**config.mk**
```make
export PLATFORM = sky130hd
export DESIGN_NAME = rectangle_round_ctrl
export DESIGN_NICKNAME = d
export VERILOG_FILES = /design/src/rtl/rectangle_round_ctrl.sv
export SDC_FILE = /design/constraint.sdc
export NUM_CORES = 1
export LEC_CHECK = 0
export CAP_MARGIN = 20
export CORE_MARGIN = 2
export CORE_UTILIZATION = 35
export DETAILED_ROUTE_END_ITERATION = 8
export HOLD_SLACK_MARGIN = 0.06
export PLACE_DENSITY_LB_ADDON = 0.1
export SYNTH_ARGS = -nofsm -noshare
export SYNTH_HDL_FRONTEND = slang
export SYNTH_SLANG_ARGS = --single-unit
```
**constraint.sdc**
```tcl
create_clock -name clk -period 2.76 [get_ports clk]
set_clock_uncertainty 0.15 [all_clocks]
set_input_delay 0.552 -clock clk [delete_from_list [all_inputs] [get_ports clk]]
set_output_delay 0.552 -clock clk [all_outputs]
set_load 0.005 [all_outputs]
```
**src/rtl/rectangle_round_ctrl.sv**
```systemverilog
// Purpose: iterative RECTANGLE encryption, one full round (AddRoundKey, SubColumn, ShiftRow) per core cycle.
// Latency: ROUNDS+2 edges from plaintext accept to out_valid, plus one edge per cycle rk_valid is low.
// Backpressure: rk_valid low stalls the round in place; out_ready low holds ct/out_valid in DONE and blocks new input.
module rectangle_round_ctrl #(
    parameter int ROUNDS = 25
) (
    input  logic        clk,
    input  logic        rst_n,
    input  logic        in_valid,
    output logic        in_ready,
    input  logic [63:0] pt,
    output logic [4:0]  rk_idx,
    output logic        rk_req,
    input  logic [63:0] rk,
    input  logic        rk_valid,
    output logic        out_valid,
    input  logic        out_ready,
    output logic [63:0] ct,
    output logic        busy,
    output logic [4:0]  round
);

    localparam logic [4:0] LAST_RND  = 5'(ROUNDS - 1);
    localparam logic [4:0] FINAL_IDX = 5'(ROUNDS);

    typedef enum logic [1:0] {
        S_IDLE  = 2'd0,
        S_ROUND = 2'd1,
        S_FINAL = 2'd2,
        S_DONE  = 2'd3
    } fsm_t;

    fsm_t        fsm;
    fsm_t        fsm_nxt;
    logic [63:0] state;
    logic [63:0] round_dat;

    // 4-bit RECTANGLE S-box
    function automatic logic [3:0] sbox(input logic [3:0] x);
        logic [3:0] y;
        case (x)
            4'h0: y = 4'h6;
            4'h1: y = 4'h5;
            4'h2: y = 4'hC;
            4'h3: y = 4'hA;
            4'h4: y = 4'h1;
            4'h5: y = 4'hE;
            4'h6: y = 4'h7;
            4'h7: y = 4'h9;
            4'h8: y = 4'hB;
            4'h9: y = 4'h0;
            4'hA: y = 4'h3;
            4'hB: y = 4'hD;
            4'hC: y = 4'h8;
            4'hD: y = 4'hF;
            4'hE: y = 4'h4;
            default: y = 4'h2;
        endcase
        return y;
    endfunction

    // Each column is a nibble with row0 as its LSB; substitute all 16 columns in parallel.
    function automatic logic [63:0] sub_column(input logic [63:0] s);
        logic [63:0] r;
        logic [3:0]  y;
        r = '0;
        for (int i = 0; i < 16; i++) begin
            y = sbox({s[48+i], s[32+i], s[16+i], s[i]});
            r[i]    = y[0];
            r[16+i] = y[1];
            r[32+i] = y[2];
            r[48+i] = y[3];
        end
        return r;
    endfunction

    // Row rotation permutation: row1 <<< 1, row2 <<< 12, row3 <<< 13.
    function automatic logic [63:0] shift_row(input logic [63:0] s);
        logic [15:0] r0, r1, r2, r3;
        r0 = s[15:0];
        r1 = {s[30:16], s[31]};
        r2 = {s[35:32], s[47:36]};
        r3 = {s[50:48], s[63:51]};
        return {r3, r2, r1, r0};
    endfunction

    assign round_dat = shift_row(sub_column(state ^ rk));

    // FSM state register
    always_ff @(posedge clk or negedge rst_n) begin
        if (!rst_n) fsm <= S_IDLE;
        else        fsm <= fsm_nxt;
    end

    // Next-state logic: rounds and the whitening step both wait on rk_valid
    always_comb begin
        fsm_nxt = fsm;
        case (fsm)
            S_IDLE:  if (in_valid) fsm_nxt = S_ROUND;
            S_ROUND: if (rk_valid && (round == LAST_RND)) fsm_nxt = S_FINAL;
            S_FINAL: if (rk_valid) fsm_nxt = S_DONE;
            S_DONE:  if (out_ready) fsm_nxt = S_IDLE;
            default: fsm_nxt = S_IDLE;
        endcase
    end

    // Per-state outputs: key request only while a round or the whitening step is pending
    always_comb begin
        in_ready = 1'b0;
        rk_req   = 1'b0;
        rk_idx   = '0;
        busy     = 1'b0;
        case (fsm)
            S_IDLE:  in_ready = 1'b1;
            S_ROUND: begin
                rk_req = 1'b1;
                rk_idx = round;
                busy   = 1'b1;
            end
            S_FINAL: begin
                rk_req = 1'b1;
                rk_idx = FINAL_IDX;
                busy   = 1'b1;
            end
            default: ;
        endcase
    end

    // Datapath: cipher state, round counter, ciphertext and its valid flag
    always_ff @(posedge clk or negedge rst_n) begin
        if (!rst_n) begin
            state     <= '0;
            round     <= '0;
            ct        <= '0;
            out_valid <= 1'b0;
        end else begin
            case (fsm)
                S_IDLE: begin
                    if (in_valid) begin
                        state <= pt;
                        round <= '0;
                    end
                end
                S_ROUND: begin
                    if (rk_valid) begin
                        state <= round_dat;
                        if (round != LAST_RND) round <= round + 5'd1;
                    end
                end
                S_FINAL: begin
                    if (rk_valid) begin
                        ct        <= state ^ rk;
                        out_valid <= 1'b1;
                    end
                end
                S_DONE: begin
                    if (out_ready) out_valid <= 1'b0;
                end
                default: ;
            endcase
        end
    end

endmodule
```
== Word-level counts from Yosys, hierarchy flattened ==
Memory sizes are Yosys's and may differ from the RTL's.
Index checks and enable logic that the tools add are counted.

* Input port bits: 133
* Memory bits (writable): 0
* Bits in read-only memories: 1024
* Memories: 16
* Bits in registers: 136
* Output and inout bits: 78
* Latch bits: 0

{| class="wikitable"
|+ Memories
! memory !! depth !! bits a word !! read ports !! clocked after Yosys merged registers in !! write ports !! RTL line !! source
|-
| (name not given) || 16 || 4 || 1 || 0 || 0 || 41 || <nowiki>case (x)</nowiki>
|-
| (name not given) || 16 || 4 || 1 || 0 || 0 || 41 ||
|-
| (name not given) || 16 || 4 || 1 || 0 || 0 || 41 ||
|-
| (name not given) || 16 || 4 || 1 || 0 || 0 || 41 ||
|-
| (name not given) || 16 || 4 || 1 || 0 || 0 || 41 ||
|-
| (name not given) || 16 || 4 || 1 || 0 || 0 || 41 ||
|-
| 10 more memories || - || - || - || - || - || - ||
|}

* Bitwise operators: 1
* Equality and inequality tests: 11
* Magnitude comparators: 0
* Shift-type cells: 0
* Div/mod/pow operators: 0
* Mux-type cells: 18
* $add $sub $neg: 1
* $mul: 0
* Reductions and logical operators: 10

{| class="wikitable"
|+ Operators by type and width
! operator !! number
|-
| 2-to-1 mux 64 bit || 2
|-
| case mux 64 bit (2 select lines) || 1
|-
| bitwise XOR 64 bit || 1
|-
| case mux 5 bit (2 select lines) || 2
|-
| 2-to-1 mux 5 bit || 3
|-
| != test 2 bit (second input constant) || 6
|-
| 2-to-1 mux 2 bit || 4
|-
| case mux 2 bit (4 select lines) || 1
|-
| AND reduction 4 bit || 2
|-
| AND reduction 3 bit || 2
|-
| adder 5 x 1 -> 5 bit (second input constant) || 1
|-
| equality test 5 bit (second input constant) || 1
|-
| != test 5 bit (second input constant) || 1
|-
| equality test 2 bit (second input constant) || 2
|-
| 2-to-1 mux 1 bit || 4
|-
| nonzero test 2 bit || 2
|-
| equality test 2 x 1 -> 1 bit (second input constant) || 1
|-
| zero test 2 bit || 1
|-
| case mux 1 bit (2 select lines) || 1
|-
| AND reduction 2 bit || 1
|-
| OR reduction 2 bit || 1
|-
| logical AND 1 bit || 1
|}

== Depth between registers and ports, before layout ==
* Depth in word-level cells: 4
* Gate-level depth with buffers: 8
* Gate-level depth less buffers: 7

== Least setup slack after synthesis ==
OpenSTA, ideal clock, no wires.

* Path kind: input port to flip-flop
* Start point: input port rk[20]
* End point: register state[21]
* Stages: 6
* Path slack: 488 ps
* Data required time: 2484 ps
* Path buffers: 0
* Arrival time: 1996 ps
* Cells stage by stage: xnor2_1 inv_1 ha_1 mux2i_1 xor2_1 a221o_1

* Word-level cells in the longest chain between the ends: 4

{| class="wikitable"
|+ Ends and longest elaborated chain
! item !! RTL line !! source
|-
| start: declaration || 14 || <nowiki>input logic [63:0] rk,</nowiki>
|-
| bitwise XOR 64 bit || 87 || <nowiki>assign round_dat = shift_row(sub_column(state ^ rk));</nowiki>
|-
| memory read (16 x 4 bit) || - ||
|-
| 2-to-1 mux 64 bit || 145 || <nowiki>if (rk_valid) begin</nowiki>
|-
| case mux 64 bit (2 select lines) || 137 || <nowiki>case (fsm)</nowiki>
|-
| end signal: assignment || 140 || <nowiki>state <= pt;</nowiki>
|-
| end signal: assignment || 146 || <nowiki>state <= round_dat;</nowiki>
|-
| end: declaration || 35 || <nowiki>logic [63:0] state;</nowiki>
|}

No other way between the ends. The select of a mux whose other input is x is not followed.
A chain may end at the register's enable or synchronous reset.

== Worst setup path after layout ==
* Start point: register fsm[1]
* End point: output port rk_idx[0]

* Word-level cells in the longest chain between the ends: 2
* Elaborated cells on any way between the ends: 3
* Those cells by class: eq/ne: 2; mux: 1

{| class="wikitable"
|+ Ends and longest elaborated chain
! item !! RTL line !! source
|-
| start: declaration || 33 || <nowiki>fsm_t fsm;</nowiki>
|-
| start signal: assignment || 92 || <nowiki>else fsm <= fsm_nxt;</nowiki>
|-
| equality test 2 bit or equality test 2 x 1 -> 1 bit (tied branches) || 113 || <nowiki>case (fsm)</nowiki>
|-
| case mux 5 bit (2 select lines) * || 113 ||
|-
| end: declaration || 12 || <nowiki>output logic [4:0] rk_idx,</nowiki>
|}

Mark *: on every way between the ends. The rest lies on a longest branch, timed or not.

==> impl_metrics.py <==
metrics = {
    "status": {
        "status": "complete, no violations",
    },
    "sta": {
        "drv_slew": 0,
        "rsz0062_at_grt": "no",
        "hold_slack_ns": 0.359,
        "setup_viol": 0,
        "setup_tns_ns": 0,
        "clock.fmax_mhz": 380,
        "relSlewSlack_pct": 43.7,
        "finalCritPeriodShare_pct": 95.3,
        "worst_pin_slew_ns": 0.839,
        "post-route-min-period_ns": 2.63,
        "finalHoldViolCount": 0,
    },
    "worst_hold_path": {
        "hp-class": "reg2reg",
    },
    "final_layout": {
        "finalNonFillerCells": 1457,
        "design_area_um2": 12400,
        "nNetsFinal": 1318,
        "diodes": 0,
        "drive_gt1_share_pct": 12.8,
        "area_growth_pct": 40.5,
    },
    "power_and_ir_drop": {
        "intPower_uw": 9480,
        "power_switching_uw": 6300,
        "pwr-share-comb_pct": 60.4,
        "p_clk_share_pct": 15.7,
        "ir_drop_v": 0.000510,
        "cellLeakagePower_uw": 0.00535,
        "pwr_density_cell_nw_per_um2": 1270,
        "switching_share_pct": 39.9,
        "seq_power_share_pct": 23.9,
    },
    "floorplanning": {
        "dieHeight_um": 163,
        "core-area_um2": 25000,
        "ios": 211,
        "start_util_pct": 35.4,
        "dieArea_um2": 26500,
        "rows": 58,
        "die_width_um": 163,
    },
    "routing": {
        "drt-initial-drc-count": 305,
        "routed-via-count": 7127,
        "ant_nets": 0,
        "viasPerCell": 4.89,
        "drcViolationCount": 0,
        "avgRoutedWirePerCell_um": 18.1,
        "dr.pass1.iters": 4,
        "routed_wl_um": 26400,
    },
    "clock_network": {
        "cts_sinks": 136,
        "htreeDepth": 4,
        "cts_made_buffers": 17,
        "clockBufferDepth": 2,
        "cts_tree": "done",
        "clock_latency_ns": 0.42,
        "root_buffer": "clkbuf_16",
        "clkTransAtPathRegs_ns": 0.06,
    },
    "grt": {
        "grt_max_degree": 76,
        "antenna_found_initial": 1,
        "grt_use_total_pct": 20.2,
        "grt_pass1_vias": 7136,
        "grt_pass1_wl_um": 41000,
        "grt_remaining_overflow": 0,
    },
    "synthesis": {
        "syn-mean-instance-area_um2": 10.2,
        "synthTopCellsByCount": "dfrtp_1, ha_1, mux2i_1, xnor2_1, a21oi_1",
        "yosysUniqueCellTypes": 46,
        "yosys-top-cells-area": "dfrtp_1, ha_1, mux2i_1",
        "ys_seq_area_share_pct": 38.6,
        "synth_edf_count": 0,
        "synth_ff_type": "dfrtp_1",
        "synth_most_common_cell": "dfrtp_1",
        "yosys_warnings": 0,
        "synth_seq_cells": 136,
        "async_flop_share_pct": 100,
        "syn_area_um2": 8830,
        "synth_top_area_share_pct": 38.6,
        "yosys.area.top_type": "dfrtp_1",
        "syn_nets": 1068,
        "synthCells": 865,
    },
    "placed_design": {
        "postPlaceCellArea_um2": 11800,
        "place_congestion": 0.776,
        "port_buffers": 210,
        "dp_cells": 1425,
        "post-dp-hpwl_um": 19000,
    },
    "critical_path": {
        "critical_path_class": "reg2out",
        "reg2reg_setup_slack_ns": 0.55,
        "reg2reg_depth": 7,
        "slowest_delay_ns": 0.51,
        "cp-endpoint": "rk_idx[0]",
        "worst_path_max_delay_cell": "clkdlybuf4s50_1",
        "reg2reg_to": "state[29]",
        "path_buf_inv": 2,
        "crit_path_start_kind": "flip-flop",
        "r2r-start": "fsm[1]",
        "path_delay_family": "buffers and inverters",
        "cp.arrival_ns": 1.93,
        "required_ns": 2.06,
        "path_depth": 5,
        "crit_path_end_kind": "primary output",
        "path_max_fanout": 12,
        "cp-startpoint": "fsm[1]",
        "path_cells": "inv_1, ha_4, a21oi_1, nor2b_1, clkdlybuf4s50_1",
    },
    "job": {
        "drv_cap": 0,
    },
}
## cell usage in the layout, fill, tap and decap left out, types with 5 or more instances in the layout
cell             Yosys  routed
a221o_1             42      42
inv_1               60      59
buf_4                1      55
or2_2                6       6
nor3b_1             42      42
clkdlybuf4s50_1      0     209
xnor2_1             66      66
mux2i_1             67      67
nor2_1              58      58
dfrtp_1            136     136
a31oi_1              9       9
o22a_1               6       6
a21oi_1             64      64
clkbuf_16            0      17
and2_1              10       8
nand2b_1             7       7
mux2_2              25      25
xor2_1              26      26
o21ai_0             44      44
ha_1                70      67
nor2b_1              5       5
buf_12               0       8
and4b_1              5       5
nand2_1             26      26
xnor2_2             10      10
## power by group through the flow
stage | combinational [uW] | sequential (uW) | clock [uW]
global placement | 9460 | 3810 | 0
CTS | 9640 | 3790 | 2550
global route | 10600 | 3900 | 2640
finish | 9530 | 3770 | 2480
floorplan | 5970 | 3640 | 0
detailed placement | 9580 | 3800 | 0
## worst reg2reg max path, delay by kind of cell (launching register included)
kind                     cells  cell delay, ns
buffers and inverters        2            0.37
AND/OR/NAND/NOR              2            0.26
adder cells (fa/ha/maj)      1            0.24
flip-flops                   1            0.41
AO/OA/AOI/OAI                1            0.29
multiplexers                 1            0.39
## routing by layer
layer  GRT usage [%]  part of all wire (%)  vias up
met1            28.2                    47     3408
met4            3.58                  0.40        2
li1                -                     -     3535
met3            4.30                   5.0       13
met2            32.6                    47      169
met5               0                 0.045        -
## worst min path at each step
stage	endpoint	start	cells after the start	slack, ns
3_5_place_dp	ct[49]	rst_n	1	0.31
5_1_grt	ct[0]	ct[0]	1	0.38
2_1_floorplan	ct[0]	rst_n	0	0.11
4_1_cts	ct[15]	ct[15]	1	0.36
3_3_place_gp	ct[49]	rst_n	1	0.31
6_report	state[46]	state[46]	2	0.36
## timing repair
| item | 4_1_cts | 5_1_grt |
|---|---|---|
| resized for setup | 0 | 3 |
| buffers inserted | 0 | 0 |
| endpoints found under the hold margin | 30 | 0 |
| hold buffers | 1 | 0 |
| setup endpoints to repair | 0 | 3 |
## layout make-up
type / count / area [um^2]
clock buffers: 18 / 429
clock inverters: 13 / 195
fillers: 2366 / 12600
inverters: 60 / 225
multi-input cells: 626 / 5050
flip-flops and latches: 136 / 3400
well taps: 330 / 413
repair buffers: 274 / 2690
## flip-flops by register name (all words and copies together), names as in the netlist
register and cells:
out_valid 1, state 64, round 5, fsm 2, ct 64
## kinds of logic after synthesis
| group | Yosys count | synth area share [%] |
|---|---|---|
| AO/OA/AOI/OAI | 188 | 14.3 |
| adder cells (fa/ha/maj) | 70 | 9.92 |
| flip-flops | 136 | 38.6 |
| multiplexers | 93 | 10.9 |
| XOR/XNOR | 102 | 11.0 |
| buffers and inverters | 103 | 4.66 |
| AND/OR/NAND/NOR | 173 | 10.7 |
## per-stage QoR
| stage | total power, uW | util, % | worst slack (ns) |
|---|---|---|---|
| floorplan | 9610 | - | 0.488 |
| global placement | 13300 | 47.1 | 0.204 |
| detailed placement | 13400 | 47.1 | 0.143 |
| CTS | 16000 | 49.6 | 0.0677 |
| global route | 17100 | 49.7 | 0.00981 |
| finish | 15800 | 49.7 | 0.131 |
(Power assumes the default switching activity.)
